**config.mk**
```make
export PLATFORM = sky130hd
export DESIGN_NAME = mux_rr_arbiter
export DESIGN_NICKNAME = d
export VERILOG_FILES = /design/src/rtl/mux_rr_arbiter_pkg.sv /design/src/rtl/mux_rr_arbiter_rr_pick.sv /design/src/rtl/mux_rr_arbiter.sv
export SDC_FILE = /design/constraint.sdc
export NUM_CORES = 1
export LEC_CHECK = 0
export ABC_AREA = 1
export CORE_MARGIN = 10
export CORE_UTILIZATION = 50
export CTS_CLUSTER_SIZE = 14
export DETAILED_ROUTE_END_ITERATION = 7
export MAX_ROUTING_LAYER = met4
export PLACE_DENSITY = 0.77
export SKIP_CTS_REPAIR_TIMING = 1
export SYNTH_ARGS = -nofsm -noshare
export SYNTH_HDL_FRONTEND = slang
export SYNTH_SLANG_ARGS = --single-unit
```
**constraint.sdc**
```tcl
create_clock -name clk -period 2.95 [get_ports clk]
set_input_delay 0.59 -clock clk [delete_from_list [all_inputs] [get_ports clk]]
set_output_delay 0.59 -clock clk [all_outputs]
set_load 0.05 [all_outputs]
```
**src/rtl/mux_rr_arbiter_pkg.sv**
```systemverilog
// mux_rr_arbiter_pkg
// Shared constants and types for the round-robin mux arbiter.
//   NREQ            : number of requesters sharing the 4:1 path
//   IDX_W           : width of an owner / requester index
//   DEFAULT_QUANTUM : default number of consecutive cycles an owner may hold
//   arbState_e      : arbiter FSM state encoding
//   oneHot()        : converts an owner index into a one-hot grant vector
package mux_rr_arbiter_pkg;

  localparam int NREQ            = 4;
  localparam int IDX_W           = 2;
  localparam int DEFAULT_QUANTUM = 4;

  typedef enum logic {
    ST_IDLE  = 1'b0,
    ST_GRANT = 1'b1
  } arbState_e;

  // One-hot decode of an owner index, used both for the registered grant
  // and for masking the owner out of the request vector.
  function automatic logic [NREQ-1:0] oneHot(input logic [IDX_W-1:0] idx);
    return {{(NREQ-1){1'b0}}, 1'b1} << idx;
  endfunction

endpackage

```
**src/rtl/mux_rr_arbiter_rr_pick.sv**
```systemverilog
// rr_pick
// Combinational round-robin picker: finds the first asserted request bit
// scanning start, start+1, ... modulo NREQ.
//   req   : request vector
//   start : index at which the scan begins
//   idx   : index of the first asserted request found
//   any   : high when at least one request bit is set
module rr_pick
  import mux_rr_arbiter_pkg::*;
(
  input  logic [NREQ-1:0]  req,
  input  logic [IDX_W-1:0] start,
  output logic [IDX_W-1:0] idx,
  output logic             any
);

  logic [NREQ-1:0]  w_rot;
  logic [IDX_W-1:0] w_offset;

  // Rotate the request vector so that bit 0 corresponds to the start
  // position; the index arithmetic wraps naturally in IDX_W bits.
  always_comb begin
    w_rot = '0;
    for (int j = 0; j < NREQ; j++) begin
      w_rot[j] = req[IDX_W'(32'(start) + j)];
    end
  end

  // Fixed-priority encode of the rotated vector, lowest bit wins. Scanning
  // downwards lets the lowest set bit be the last (and winning) assignment.
  always_comb begin
    w_offset = '0;
    for (int j = NREQ - 1; j >= 0; j--) begin
      if (w_rot[j]) begin
        w_offset = IDX_W'(j);
      end
    end
  end

  // Undo the rotation to get an absolute requester index.
  assign idx = start + w_offset;
  assign any = |req;

endmodule

```
**src/rtl/mux_rr_arbiter.sv**
```systemverilog
// mux_rr_arbiter
// Round-robin arbiter sharing one 4:1 data-selection path between four
// requesters. An owner keeps the path for at most QUANTUM consecutive
// cycles while others wait; a lone requester may hold it indefinitely.
//   clk        : rising-edge clock
//   rst        : synchronous active-high reset
//   req[3:0]   : request lines, bit i = requester i wants the path
//   d0..d3     : data bit of each requester
//   grant[3:0] : registered one-hot grant (zero when idle)
//   valid      : registered, high while some requester owns the path
//   s1, s0     : registered select lines = owner index
//   y          : d[{s1,s0}] gated by valid
module mux_rr_arbiter
  import mux_rr_arbiter_pkg::*;
#(
  parameter int QUANTUM = DEFAULT_QUANTUM,
  parameter int CNT_W   = 4
) (
  input  logic            clk,
  input  logic            rst,
  input  logic [NREQ-1:0] req,
  input  logic            d0,
  input  logic            d1,
  input  logic            d2,
  input  logic            d3,
  output logic [NREQ-1:0] grant,
  output logic            valid,
  output logic            s0,
  output logic            s1,
  output logic            y
);

  localparam logic [CNT_W-1:0] QMAX    = CNT_W'(QUANTUM);
  localparam logic [CNT_W-1:0] CNT_ONE = CNT_W'(1);

  arbState_e        r_state;
  logic [IDX_W-1:0] r_owner;
  logic [IDX_W-1:0] r_ptr;
  logic [CNT_W-1:0] r_cnt;
  logic [NREQ-1:0]  r_grant;
  logic             r_valid;

  arbState_e        w_stateNext;
  logic [IDX_W-1:0] w_ownerNext;
  logic [IDX_W-1:0] w_ptrNext;
  logic [CNT_W-1:0] w_cntNext;
  logic [NREQ-1:0]  w_grantNext;
  logic             w_validNext;
  logic [IDX_W-1:0] w_start;
  logic [IDX_W-1:0] w_pickIdx;
  logic             w_pickAny;
  logic             w_ownerReq;
  logic             w_othersReq;
  logic [NREQ-1:0]  w_dataVec;

  // From IDLE the scan starts at the round-robin pointer; while granting it
  // starts just past the current owner, so the owner itself is considered
  // last and only wins when nobody else is asking.
  assign w_start     = (r_state == ST_IDLE) ? r_ptr : r_owner + 2'd1;
  assign w_ownerReq  = req[r_owner];
  assign w_othersReq = |(req & ~oneHot(r_owner));

  rr_pick uPick (
    .req   (req),
    .start (w_start),
    .idx   (w_pickIdx),
    .any   (w_pickAny)
  );

  // State register: all arbiter state, with reset taking priority over
  // every other condition at the edge.
  always_ff @(posedge clk) begin
    if (rst) begin
      r_state <= ST_IDLE;
      r_owner <= '0;
      r_ptr   <= '0;
      r_cnt   <= '0;
      r_grant <= '0;
      r_valid <= 1'b0;
    end else begin
      r_state <= w_stateNext;
      r_owner <= w_ownerNext;
      r_ptr   <= w_ptrNext;
      r_cnt   <= w_cntNext;
      r_grant <= w_grantNext;
      r_valid <= w_validNext;
    end
  end

  // Next-state logic. Every hand-over (from IDLE or between owners) takes
  // the picker result directly, so there is never an idle bubble between
  // two grants. The pointer only moves when a new owner is granted.
  always_comb begin
    w_stateNext = r_state;
    w_ownerNext = r_owner;
    w_ptrNext   = r_ptr;
    w_cntNext   = r_cnt;
    unique case (r_state)
      ST_IDLE: begin
        if (w_pickAny) begin
          w_stateNext = ST_GRANT;
          w_ownerNext = w_pickIdx;
          w_ptrNext   = w_pickIdx + 2'd1;
          w_cntNext   = CNT_ONE;
        end
      end
      ST_GRANT: begin
        if (w_ownerReq && ((r_cnt < QMAX) || !w_othersReq)) begin
          if (r_cnt < QMAX) begin
            w_cntNext = r_cnt + CNT_ONE;
          end
        end else if (w_othersReq) begin
          w_ownerNext = w_pickIdx;
          w_ptrNext   = w_pickIdx + 2'd1;
          w_cntNext   = CNT_ONE;
        end else begin
          w_stateNext = ST_IDLE;
          w_cntNext   = '0;
        end
      end
      default: begin
        w_stateNext = ST_IDLE;
      end
    endcase
  end

  // Output logic. Grant and valid are derived from the next state so they
  // can be registered alongside it; y is a 4:1 selection by the registered
  // select lines, forced low whenever nobody owns the path.
  always_comb begin
    w_validNext = (w_stateNext == ST_GRANT);
    w_grantNext = w_validNext ? oneHot(w_ownerNext) : '0;
    w_dataVec   = {d3, d2, d1, d0};
    y           = w_dataVec[r_owner] & r_valid;
  end

  assign grant = r_grant;
  assign valid = r_valid;
  assign s1    = r_owner[1];
  assign s0    = r_owner[0];

endmodule

```
; Word-level counts from Yosys, hierarchy flattened
; Index checks and enable logic that the tools add are counted.
[word_totals]
reg_bits = 13
in_bits = 10
output_inout_bits = 8
elab_cells = 71
[classes]
addsub = 7
magnitude_cmp = 6
n_eq_ne = 4
shift = 2
mux = 34
bitwise_logic = 5
reduce_logical = 8
[ops]
columns = cell, count
row1 = $mux 2, 11
row2 = $lt 2x3->1 const B, 5
row3 = $bmux 1 s2, 6
row4 = $mux 4, 3
row5 = $mux 1, 10
row6 = $pmux 2 s2, 2
row7 = $pmux 4 s2, 1
row8 = $reduce_or 4->1, 2
row9 = $shl 1x2->4 const A, 2
row10 = $add 2x1->2 const B, 3
row11 = $add 2x2->2 const B, 2
row12 = $add 4x1->4 const B, 1
row13 = $and 4x4->4, 1
row14 = $lt 4x3->1 const B, 1
row15 = $ne 2x1->1 const B, 2
row16 = $not 4->4, 1
row17 = $ne 3x3->1 const B, 1
row18 = $reduce_and 3->1, 1
row19 = $add 2x2->2, 1
row20 = $ne 2x2->1 const B, 1
row21 = $not 1->1, 2
row22 = $pmux 1 s2, 1
row23 = $reduce_and 2->1, 1
row24 = $reduce_or 2->1, 1
row25 = 4 further kinds, 4

; Depth between registers and ports, before layout
[logic_depth]
ltp_word = 14
mapped_depth = 21
ltp_nobuf = 20

; Modules after synthesis
; A second synthesis with hierarchy kept.
[unflattened]
hier_cells = 179
area_unflattened_um2 = 1134.8
[modules_own_cells]
columns = mod, n_inst, cells_per_inst, area_each_um2
row1 = mux_rr_arbiter, 1, 123, 867.1
row2 = rr_pick, 1, 56, 267.8

; Worst setup path before layout
; No wires, ideal clock.
[synth_path]
kind = register -> register
from = register r_owner[0]
to = register r_grant[0] (netlist: grant[0])
t_arrival_ns = 2.685
required_time_ns = 2.886
path_slack_ns = 0.201
stages_incl_launch_ff = 18
n_path_buf = 1
period_less_slack_ns = 2.749
path_cell_list = dfxtp_1 buf_2 inv_2 ha_1 inv_1 nand2_1 nand2_1 nand2_1 nand2_1 nand2_1 a31oi_1 nor2_1 ha_1 nand4_1 inv_1 a21oi_1 inv_1 nor2_1
[synth_between]
elab_chain_len = 14
[synth_lines]
columns = element, line
row1 = start: declaration, mux_rr_arbiter.sv:37  ; logic [IDX_W-1:0] r_owner;
row2 = start signal: assignment, mux_rr_arbiter.sv:82  ; r_owner <= w_ownerNext;
row3 = $add 2x1->2, mux_rr_arbiter.sv:59  ; assign w_start = (r_state == ST_IDLE) ? r_ptr : r_owner + 2'd1;
row4 = $mux 2, mux_rr_arbiter.sv:59
row5 = $add 2x2->2, mux_rr_arbiter_rr_pick.sv:25  ; w_rot[j] = req[IDX_W'(32'(start) + j)];
row6 = $bmux 1 s2, mux_rr_arbiter_rr_pick.sv:25
row7 = $mux 1 (not written as such), mux_rr_arbiter_rr_pick.sv:25
row8 = $mux 2 (4 in a row), mux_rr_arbiter_rr_pick.sv:34  ; if (w_rot[j]) begin
row9 = $add 2x2->2, mux_rr_arbiter_rr_pick.sv:41  ; assign idx = start + w_offset;
row10 = $mux 2, mux_rr_arbiter.sv:112  ; end else if (w_othersReq) begin
row11 = $mux 2, mux_rr_arbiter.sv:108  ; if (w_ownerReq && ((r_cnt < QMAX) || !w_othersReq)) begin
row12 = $pmux 2 s2, mux_rr_arbiter.sv:98  ; unique case (r_state)
row13 = $shl 1x2->4, mux_rr_arbiter_pkg.sv:22  ; return {{(NREQ-1){1'b0}}, 1'b1} << idx;
row14 = end signal: assignment, mux_rr_arbiter.sv:85  ; r_grant <= w_grantNext;
row15 = end: declaration, mux_rr_arbiter.sv:40  ; logic [NREQ-1:0] r_grant;
; Parallel ways exist; a longest one is shown, timed or not. The select of a mux whose other input is x is not followed.
; A chain may end at the register's enable or synchronous reset.

; Worst setup path after layout
[layout_path]
from = register r_owner[1]
to = register r_grant[0] (netlist: grant[0])
; Same word-level chain as after synthesis.

==> metrics.txt <==
status finished, final reports clean; VDD IR-drop max 0.000678 V; via count 1005; fin. max-slew vios 0; Final min period 2.45 ns; Leak 0.000613 uW; Slew headroom 66.3%; drt drc 0; Post-DRT Antenna Nets 0; drt initial violations 29; Critical Path End Type register; NumNets Final 196; Fmax 409 MHz; yosys warns 0; first-pass GRT wire length 4040 um; CTS H-tree lvls 1; DR vias/cell 4.93; pwr dens 1050 nW/um^2; WL final 2300 um; R2R Setup Slk 0.50 ns; Die ar. 4010 um^2; dpl hpwl 1890 um; RR Startpoint r_owner[1]$_SDFF_PP0_; layout cells sized above 1 8.94%; Longest Clk Path Bufs 2; Seq cells post-synth 13; CTS Buf Count 3; Fill cells 170; largest net degree at the start of global routing 12; clk sinks 13; crit start category register; Setup crit end grant[0]$_SDFF_PP0_; total track usage 12.3%; 1st-pass router iterations 4; setup_tns 0 ns; CP startpoint r_owner[1]$_SDFF_PP0_; core area 1750 um^2; Crit Path Category reg2reg; Final GP Congestion 0.892; Crit path required time 3.17 ns; Post-Syn Nets 173; r2r endpoint grant[0]$_SDFF_PP0_; # rows 15; initial antenna violation count 0; Syn Inst Count 157; worst hold-check path type reg2reg; Crit Path Max Fanout 4; final hold violation count 0; part of the Yosys area used for sequential elements 27.7%; RSZ-0062 raised after global routing false; clk root buf clkbuf_4; CTS tree yes; Cell Area, Synth 938 um^2; distinct cell type count after synthesis 19; Worst EP arrival 2.67 ns; Layout Skew 0.00532 ns; clk slew on worst S/H paths 0.08 ns; Worst-Margin Slew 0.504 ns; grt total ovfl 0; Setup Viol. Count Final 0; syn avg cell area 5.98 um^2; number of global-route vias before repair 931; die height 63.3 um; utilization after layout 67.2%; Inserted Diodes 0; Chip Width 63.3 um; Initial Util 53.8%; clk_lat worst skew 0.28 ns; MaxCap Viol Count 0; R2R depth 17; area growth from synthesis to final layout 25.1%; # port buffers 17; fin crit share 82.9%; Avg WL per Cell 11.3 um; IO Pins 18
-- cells by family after synthesis --
family	synth area share, %
AO/OA/AOI/OAI	10.8
XOR/XNOR	0.934
flip-flops	27.7
adder cells (fa/ha/maj)	8.00
buffers and inverters	8.93
AND/OR/NAND/NOR	43.6
-- area by class of cell --
type / instances / area, um^2 / share of cell area, %
flip-flops and latches: 13 / 260 / 22.2
well taps: 25 / 31.3 / 2.67
inverters: 21 / 78.8 / 6.72
clock buffers: 4 / 26.3 / 2.24
multi-input cells: 122 / 594 / 50.6
repair buffers: 19 / 183 / 15.6
-- worst min path at each step --
stage,from,end,slack (ns),cells after the start
after floorplan,r_cnt[3]$_SDFFE_PP0P_,r_cnt[3]$_SDFFE_PP0P_,0.41,2
after global placement,r_cnt[3]$_SDFFE_PP0P_,r_cnt[3]$_SDFFE_PP0P_,0.42,2
after detailed placement,r_cnt[3]$_SDFFE_PP0P_,r_cnt[3]$_SDFFE_PP0P_,0.44,2
after CTS,r_cnt[3]$_SDFFE_PP0P_,r_cnt[3]$_SDFFE_PP0P_,0.45,2
after global routing,r_cnt[3]$_SDFFE_PP0P_,r_cnt[3]$_SDFFE_PP0P_,0.47,2
final,r_cnt[3]$_SDFFE_PP0P_,r_cnt[3]$_SDFFE_PP0P_,0.44,2
-- per-layer routing --
layer / vias up / track usage [%] / part of all wire (%)
li1: 539 / - / -
met1: 427 / 14.8 / 47
met2: 32 / 19.3 / 47
met3: 7 / 2.83 / 4.3
met4: 0 / 4.64 / 2.0
met5: - / - / 0
-- registers in the layout, indices dropped and copies added (netlist names) --
register	count
grant	4
r_owner	2
r_cnt	4
r_ptr	2
valid	1
-- where the power goes --
group	internal, uW	switching [uW]	leakage, uW
clock	52.5	58.1	0.0000150
sequential	227	22.3	0.000107
combinational	294	578	0.000491
-- cells in the final DEF (no fill, tap or decap) --
master / n
nand3_1: 12
nand2_1: 60
nor3_1: 1
a211oi_1: 1
xnor2_1: 1
a31oi_1: 1
clkdlybuf4s50_1: 16
nand2_4: 2
clkbuf_1: 1
nand2_2: 5
clkbuf_4: 3
o21ai_0: 6
buf_4: 3
nor2_2: 1
o22ai_1: 2
dfxtp_1: 13
a21oi_1: 9
ha_1: 6
nand4_1: 1
inv_2: 2
inv_1: 19
nor2_1: 14
-- critical path, cell delays in order, from the launching register on --
cell	delay [ns]
dfxtp_1	0.34
inv_1	0.09
ha_1	0.30
inv_1	0.04
nand2_1	0.05
nand2_1	0.11
nand2_1	0.10
nand2_1	0.06
nand2_1	0.06
nand2_1	0.09
a31oi_1	0.15
nor2_1	0.06
ha_1	0.28
nand4_1	0.11
inv_1	0.06
a21oi_1	0.28
inv_1	0.10
nor2_1	0.10
-- synthesized netlist by cell type (all sizes together) --
master  instances  area, um^2
o22ai           2        12.5
buf             1        5.00
nand3          12        60.1
a211oi          1        7.51
a31oi           1        6.26
xnor2           1        8.76
inv            21        78.8
nand2          67         279
nand4           1        6.26
nor3            1        5.00
o21ai           6        30.0
dfxtp          13         260
a21oi           9        45.0
nor2           15        58.8
ha              6        75.1
-- through the flow --
step                      hold slack, ns  area [um^2]  std cells  total power, uW  setup WS [ns]
final                              0.444         1170        204             1230          0.503
after global routing               0.469         1170        204             1360          0.241
after CTS                          0.449         1170        204             1240          0.508
after detailed placement           0.437         1150        200             1120          0.286
after global placement             0.423         1150        200             1100          0.277
after floorplan                    0.415          938        157              909          0.201
Power figures use the tool's default switching activity.
